$ cat src/rtl/forward_history_check.sv
// Execute-stage operand bypass: per-operand priority lookup across live bypass
// channels and a shifting history of earlier bypass results, with conflict flags.
module forward_history_check #(
  parameter int unsigned SIZE_DATA         = 32,
  parameter int unsigned SIZE_PHYSICAL_LOG = 7,
  parameter int unsigned NUM_BYPASS        = 4,
  parameter int unsigned HIST_DEPTH        = 2,
  parameter int unsigned NUM_SRC           = 2
) (
  input  logic                                    clk,
  input  logic                                    reset,
  input  logic                                    hold_i,
  input  logic                                    flush_i,
  input  logic [NUM_BYPASS-1:0]                   bypassValid_i,
  input  logic [NUM_BYPASS*SIZE_PHYSICAL_LOG-1:0] bypassTag_i,
  input  logic [NUM_BYPASS*SIZE_DATA-1:0]         bypassData_i,
  input  logic [NUM_SRC*SIZE_PHYSICAL_LOG-1:0]    srcReg_i,
  input  logic [NUM_SRC*SIZE_DATA-1:0]            srcData_i,
  output logic [NUM_SRC*SIZE_DATA-1:0]            dataOut_o,
  output logic [NUM_SRC-1:0]                      fwdHit_o,
  output logic                                    conflict_o,
  output logic                                    conflictSticky_o
);

  localparam int unsigned T       = SIZE_PHYSICAL_LOG;
  localparam int unsigned W       = SIZE_DATA;
  localparam int unsigned NUM_STG = HIST_DEPTH + 1;

  // Stage 0 is the live bypass bus, stage k is history stage k.
  logic [NUM_BYPASS-1:0]   stg_vld  [NUM_STG];
  logic [NUM_BYPASS*T-1:0] stg_tag  [NUM_STG];
  logic [NUM_BYPASS*W-1:0] stg_data [NUM_STG];

  logic conflict_sticky_q, conflict_sticky_d;

  if (HIST_DEPTH > 0) begin : g_hist
    logic [NUM_BYPASS-1:0]   hist_vld_q  [HIST_DEPTH];
    logic [NUM_BYPASS-1:0]   hist_vld_d  [HIST_DEPTH];
    logic [NUM_BYPASS*T-1:0] hist_tag_q  [HIST_DEPTH];
    logic [NUM_BYPASS*W-1:0] hist_data_q [HIST_DEPTH];
    logic                    shift_en;

    assign shift_en = !flush_i && !hold_i;

    always_comb begin
      hist_vld_d = hist_vld_q;
      if (flush_i) begin
        for (int unsigned k = 0; k < HIST_DEPTH; k++) hist_vld_d[k] = '0;
      end else if (!hold_i) begin
        hist_vld_d[0] = bypassValid_i;
        for (int unsigned k = 1; k < HIST_DEPTH; k++) hist_vld_d[k] = hist_vld_q[k-1];
      end
    end

    always_ff @(posedge clk) begin
      if (!reset) begin
        for (int unsigned k = 0; k < HIST_DEPTH; k++) hist_vld_q[k] <= '0;
      end else begin
        hist_vld_q <= hist_vld_d;
      end
    end

    // Tag/data are qualified by valid, so they only load on a shift.
    always_ff @(posedge clk) begin
      if (reset && shift_en) begin
        hist_tag_q[0]  <= bypassTag_i;
        hist_data_q[0] <= bypassData_i;
        for (int unsigned k = 1; k < HIST_DEPTH; k++) begin
          hist_tag_q[k]  <= hist_tag_q[k-1];
          hist_data_q[k] <= hist_data_q[k-1];
        end
      end
    end

    always_comb begin
      stg_vld[0]  = bypassValid_i;
      stg_tag[0]  = bypassTag_i;
      stg_data[0] = bypassData_i;
      for (int unsigned k = 0; k < HIST_DEPTH; k++) begin
        stg_vld[k+1]  = hist_vld_q[k];
        stg_tag[k+1]  = hist_tag_q[k];
        stg_data[k+1] = hist_data_q[k];
      end
    end
  end else begin : g_live_only
    always_comb begin
      stg_vld[0]  = bypassValid_i;
      stg_tag[0]  = bypassTag_i;
      stg_data[0] = bypassData_i;
    end
  end

  // Youngest stage with any match wins; inside it the lowest channel wins.
  always_comb begin : lookup
    logic [T-1:0] src_tag;
    logic         found;
    logic         stage_hit;
    dataOut_o  = srcData_i;
    fwdHit_o   = '0;
    conflict_o = 1'b0;
    src_tag    = '0;
    found      = 1'b0;
    stage_hit  = 1'b0;
    for (int unsigned s = 0; s < NUM_SRC; s++) begin
      src_tag = srcReg_i[s*T +: T];
      found   = 1'b0;
      for (int unsigned st = 0; st < NUM_STG; st++) begin
        stage_hit = 1'b0;
        if (!found) begin
          for (int unsigned c = 0; c < NUM_BYPASS; c++) begin
            if (stg_vld[st][c] && (stg_tag[st][c*T +: T] == src_tag)) begin
              if (stage_hit) begin
                conflict_o = 1'b1;
              end else begin
                dataOut_o[s*W +: W] = stg_data[st][c*W +: W];
                fwdHit_o[s]         = 1'b1;
              end
              stage_hit = 1'b1;
            end
          end
        end
        if (stage_hit) found = 1'b1;
      end
    end
  end

  assign conflict_sticky_d = conflict_sticky_q | conflict_o;

  always_ff @(posedge clk) begin
    if (!reset) conflict_sticky_q <= 1'b0;
    else        conflict_sticky_q <= conflict_sticky_d;
  end

  assign conflictSticky_o = conflict_sticky_q;

endmodule
$ cat config.mk
export PLATFORM = sky130hd
export DESIGN_NAME = forward_history_check
export DESIGN_NICKNAME = d
export VERILOG_FILES = /design/src/rtl/forward_history_check.sv
export SDC_FILE = /design/constraint.sdc
export NUM_CORES = 1
export LEC_CHECK = 0
export BUFFER_PORTS_ARGS = -buffer_cell sky130_fd_sc_hd__buf_4
export CAP_MARGIN = 30
export CELL_PAD_IN_SITES_DETAIL_PLACEMENT = 1
export CELL_PAD_IN_SITES_GLOBAL_PLACEMENT = 1
export CORE_UTILIZATION = 35
export DETAILED_ROUTE_END_ITERATION = 16
export GPL_TIMING_DRIVEN = 1
export PLACE_DENSITY = 0.66
export RECOVER_POWER = 50
export SLEW_MARGIN = 20
export SYNTH_ARGS = -nofsm -noshare
export SYNTH_HDL_FRONTEND = slang
export SYNTH_SLANG_ARGS = --single-unit
$ cat constraint.sdc
create_clock -name clk -period 36.5 [get_ports clk]
set_clock_uncertainty 0.1 [all_clocks]
set_input_delay 1.825 -clock clk [delete_from_list [all_inputs] [get_ports clk]]
set_output_delay 1.825 -clock clk [all_outputs]
set_load 0.05 [all_outputs]
# --- Yosys cells after proc, flatten, opt, wreduce, memory -nomap -nowiden ---
# Memories as Yosys holds them, arrays and structs flattened.
# Index checks and enable logic that the tools add are counted.
classes:
  mux: 167
  reduce_logical: 29
  n_bitwise: 2
  n_eq_ne: 24
ops:
  columns: ["cell", "n"]
  rows:
  - ["2-to-1 mux 32 bit", 48]
  - ["equality test 7 bit", 24]
  - ["2-to-1 mux 1 bit", 119]
  - ["logical AND 1 bit", 26]
  - ["zero test 1 bit", 2]
  - ["OR reduction 2 bit", 1]
  - ["inverter 1 bit", 1]
  - ["OR 1 bit", 1]
word_totals:
  wordCells: 227
  reg_bits: 9
  inputBits: 242
  ramBits: 312
  output_inout_bits: 68
  memories: 2
mem_list:
  columns: ["memory", "depth", "word_bits", "rd", "rd_ports_with_merged_regs", "write_ports", "line", "rtl"]
  rows:
  - ["g_hist.hist_data_q", 2, 128, 2, 0, 2, "40", "logic [NUM_BYPASS*W-1:0] hist_data_q [HIST_DEPTH];"]
  - ["g_hist.hist_tag_q", 2, 28, 2, 0, 2, "39", "logic [NUM_BYPASS*T-1:0] hist_tag_q [HIST_DEPTH];"]

# --- Longest topological paths before layout ---
depth:
  ltp_word: 47
  depth_mapped: 13

# --- Worst setup path before layout ---
# OpenSTA, ideal clock, no wires.
synth_timing:
  kind: "input port to flip-flop"
  start: "input hold_i"
  end: "memory g_hist.hist_data_q[0][0] (netlist name), enable pin"
  setup_ns: 0.993
  t_arrival_ns: 15.059
  t_required_ns: 35.407
  path_buffers: 1
  path_slack_ns: 20.348
  path_stages: 2
  path_cell_list: "clkbuf_1 -> nor2_1"
synth_lines:
  columns: ["element", "line", "rtl"]
  rows:
  - ["start: declaration", "12", "input logic hold_i,"]
  - ["end: declaration", "40", null]

# --- Worst setup path after layout ---
layout_timing:
  start: "input srcReg_i[12]"
  end: "output conflict_o"
layout_via:
  elab_chain_cells: 24
  elab_cells_between_ends: 65
  cone_classes: "12 x eq/ne; 41 x mux; 12 x reduce/logical"
layout_rtl:
  columns: ["element", "line", "rtl"]
  rows:
  - ["start: declaration", "17", "input logic [NUM_SRC*SIZE_PHYSICAL_LOG-1:0] srcReg_i,"]
  - ["equality test 7 bit", "111", "if (stg_vld[st][c] && (stg_tag[st][c*T +: T] == src_tag)) begin"]
  - ["logical AND 1 bit", "111", null]
  - ["2-to-1 mux 1 bit", "111", null]
  - ["2-to-1 mux 1 bit", "112", "if (stage_hit) begin"]
  - ["2-to-1 mux 1 bit", "111", null]
  - ["2-to-1 mux 1 bit", "112", null]
  - ["2-to-1 mux 1 bit", "111", null]
  - ["2-to-1 mux 1 bit", "112", null]
  - ["[... 8 more ...]", null, null]
  - ["2-to-1 mux 1 bit", "109", "if (!found) begin"]
  - ["2-to-1 mux 1 bit", "112", null]
  - ["2-to-1 mux 1 bit", "111", null]
  - ["2-to-1 mux 1 bit", "112", null]
  - ["2-to-1 mux 1 bit", "111", null]
  - ["2-to-1 mux 1 bit", "112", null]
  - ["2-to-1 mux 1 bit", "111", null]
  - ["2-to-1 mux 1 bit (*)", "109", null]
  - ["end: declaration", "21", "output logic conflict_o,"]
# Mark *: on every way between the ends. The rest lies on a longest branch, timed or not. The select of a mux whose other input is x is not followed.

==> summary.md <==
| Metric | Value |
|---|---|
| Mean area per synthesized cell | 10.1 um^2 |
| Worst Path Class, Setup | primary input to output pin |
| Final setup viols | 0 |
| Cell mode on critical path | buf_4 |
| Fill count | 6247 |
| CP Max Fanout | 40 |
| Share of cells above drive strength 1 | 14.8% |
| Register area share after synthesis | between 40 and 50% |
| Final core occ | 42.6% |
| DRC viols | 0 |
| Ys async rst share | 0% |
| Synth Area in XOR/XNOR | 7.49% |
| Post-DRT Antenna Nets | 0 |
| Min-Delay Path Class | flip-flop to flip-flop |
| Worst skew pair latency | 580 ps |
| Crit end category | output pin |
| Mapped Nets | 2196 |
| Worst-Margin Slew | between 1500 and 2000 ps |
| Commonest non-fill, non-tap cell in the layout | edfxtp_1 |
| HP Start | conflictSticky_o |
| Clock Sinks | 321 |
| Largest family of logic cells by synthesized area | compound AO/OA/AOI/OAI gates |
| Initial Util | 35.5% |
| Chip width | around 240 um |
| Tmin final | 8430 ps |
| DP HPWL | 64.0 mm |
| Worst path max stage delay | roughly 1100 ps |
| Hold WS | 370 ps |
| Initial antenna violation count | 2 |
| DR iter-0 viols | 2453 |
| Die outline area | 57100 um^2 |
| Period utilization | roughly 23% |
| Critical Path Start Type | primary input |
| Worst reg2reg endpoint | conflictSticky_o |
| 1st-pass router iterations | 5 |
| Failing checks | capacitance limit, slew limit |
| Leak pwr | slightly below 8 nW |
| CORE AREA | 55300 um^2 |
| Per-cell routed wire length | 32.5 um |
| Layout area overhead | 19.8% |
| GRT Resource Usage Total | 33.2% |
| Slowest-stage cell, CP | nor3_4 |
| Outcome | finished, violations left |
| Beginning of the critical path | srcReg_i[12] |
| Drt total wl | 96.9 mm |
| TritonCTS Buffers | 40 |
| Final std cells w/o fill | 2979 |
| R2R cell count | 10 |
| Placed Cells | 2903 |
| # IOs | 310 |
| Fin. Hold Viols | 0 |
| CTS H-tree depth | 2 |
| Slew Limit Fails | 50 |
| Area share of and/or/nand/nor cells after synthesis | 12.0% |
| Synth Area in Compound Gates | 25.8% |
| Crit-path cells | buf_4 > xor2_1 > nand4b_1 > nor2_4 > buf_4 > nor2_1 > nand3_1 > nor3_4 > buf_4 > o21ai_0 > o221ai_1 > buf_4 |
| Hold-critical path endpoint | conflictSticky_o |
| RD Place Congestion | 0.959 |
| Commonest non-fill, non-tap cells in the layout | 312 x edfxtp_1, 206 x buf_4, 192 x nor2_1 |
| Critical path data arrival time | 6510 ps |
| #FFs+latches synth | 321 |
| Postcts setup bufs | 0 |
| Cell count of the worst hold path | 1 |
| Pwr/cell area | 39.6 nW/um^2 |
| Adder-Cell Fraction of Synth Area | less than 1% |
| Critical R2R Launch | g_hist.hist_tag_q[0][3] |
| Pin count of the biggest net entering global routing | 77 |
| Reg2Reg Setup Slack | 31840 ps |
| Cell Rows | 86 |
| Fin area | 23500 um^2 |
| Synth cell types | 69 |
| Post-synth EDFFs | 312 |
| Via count | ~20k |
| Syn Inst Count | 1954 |
| YS warnings | 0 |
| VDD IR max | 0.0293 mV |
| Max Cap Viol | 2 |
| Area after DPL | around 23000 um^2 |
| Cts hold-fix bufs | 0 |
| Congestion Overflow GR | 0 |
| Fmax | about 120 MHz |
| WP buf/inv | 4 |
| Final net count | 2443 |
| I/O Buffers | 309 |
| RSZ-0062 raised after global routing | no |
| CTS clk-pin slew, worst paths | around 60 ps |
| Area of the mapped netlist | 19700 um^2 |
| First-pass GRT wire length | 137 mm |
| Mux cell area share after synthesis | around 1.7% |
| Vias in the first global route | 19.9k |
| Setup TNS | 0 ps |
| Die height | 239 um |
| Largest delay contributor family on the critical path | simple AND/OR/NAND/NOR gates |
| Post_cts resized | 0 |
| Slew HR | -27.8% |
| Routed vias/inst | 6.62 |
| CTS Buffer Depth | 3 |
| CP required | 34580 ps |
| Root buffer cell | clkbuf_16 |
| CTS tree | yes |
| Main flop type after synthesis | edfxtp_1 |
-- Yosys cell counts (4+ instances only) --
master / n / share of area, %
edfxtp_1: 312 / 48
nor2_1: 212 / 4.0
a22oi_1: 146 / 5.6
xnor2_1: 127 / 5.7
o21ai_0: 126 / 3.2
a21oi_1: 122 / 3.1
nand2_1: 120 / 2.3
clkbuf_1: 97 / 1.9
a221oi_1: 74 / 3.3
nand4_1: 45 / 1.4
buf_2: 44 / 1.1
o221ai_1: 44 / 2.0
o22ai_1: 42 / 1.3
xor2_1: 41 / 1.8
a31oi_1: 39 / 1.2
mux2i_1: 30 / 1.5
nand3_1: 29 / 0.74
nor3_1: 28 / 0.71
a221o_1: 25 / 1.3
inv_1: 20 / 0.38
a211oi_1: 19 / 0.73
a211o_1: 16 / 0.71
and2_1: 16 / 0.51
nor4_1: 14 / 0.45
buf_4: 13 / 0.50
o211ai_1: 13 / 0.50
a31o_2: 11 / 0.49
buf_1: 10 / 0.19
o2bb2ai_1: 10 / 0.45
dfxtp_1: 9 / 0.92
or2_2: 8 / 0.25
a22o_1: 7 / 0.31
and4_1: 7 / 0.31
a2111oi_0: 6 / 0.27
a2bb2oi_1: 5 / 0.22
nor3_2: 5 / 0.25
o22a_1: 5 / 0.22
buf_6: 4 / 0.23
nand2b_1: 4 / 0.13
-- per-layer routing --
| metal | global-route usage (%) | share of wire, % | up-vias | routed length (um) |
|---|---|---|---|---|
| li1 | - | - | 8166 | - |
| met4 | 16.7 | 5.2 | 0 | 5020 |
| met2 | 51.9 | 45 | 1282 | 43400 |
| met5 | 0 | 0 | - | 0 |
| met3 | 5.52 | 9.7 | 306 | 9360 |
| met1 | 44.4 | 40 | 9977 | 39100 |
-- state kept, by name, indices dropped and copies added, names as in the netlist --
register and count:
g_hist.hist_data_q 256, g_hist.hist_tag_q 56, conflictSticky_o 1, g_hist.hist_vld_q 8
-- cell families after synthesis --
group,after synthesis
buffers and inverters,188
DFF,321
AOI/OAI and AO/OA,731
adders and majority gates,3
muxes,33
xor gates and xnor gates,168
and+or+nand+nor,510
-- report_power, final --
group / switching [W] / internal [W] / leakage, nW
Sequential: 0.0000107 / 0.000418 / 2.94
Clock: 0.000167 / 0.000226 / 0.604
Combinational: 0.0000718 / 0.0000385 / 4.24
Total: 0.000249 / 0.000682 / 7.79
-- worst max path at each step --
stage / to / slack (ps) / cells past startpoint
after floorplan: g_hist.hist_data_q[0][0] / 20350 / 2
after global placement: conflict_o / 28420 / 12
after detailed placement: conflict_o / 28260 / 12
after CTS: conflict_o / 28230 / 12
after global routing: conflict_o / 28010 / 12
final: conflict_o / 28070 / 12
-- worst register-to-register path: stages (launching register included) --
cell	delay, ps
edfxtp_1	490
xnor2_1	180
nand4_1	160
or2_2	140
buf_4	590
nand3_1	670
nor3_4	950
buf_4	530
o21ai_0	170
o221ai_1	460
o21a_1	160
-- area by class of cell --
| cell class | count | area [um^2] | area share (%) |
|---|---|---|---|
| Sequential cell | 321 | 9550 | 40.6 |
| Multi-Input combinational cell | 1445 | 9440 | 40.1 |
| Timing Repair Buffer | 373 | 2300 | 9.77 |
| Clock buffer | 55 | 1110 | 4.71 |
| Tap cell | 748 | 936 | 3.98 |
| Clock inverter | 16 | 131 | 0.558 |
| Inverter | 20 | 75.1 | 0.319 |
| Antenna cell | 1 | 2.50 | 0.0106 |
-- metrics by stage --
step           power (W)  setup slack [ps]
4_1_cts         0.000939             28230
5_1_grt         0.000949             28010
3_3_place_gp    0.000549             28420
6_report        0.000931             28070
3_5_place_dp    0.000552             28260
2_1_floorplan   0.000498             20350
(Power assumes the default switching activity.)
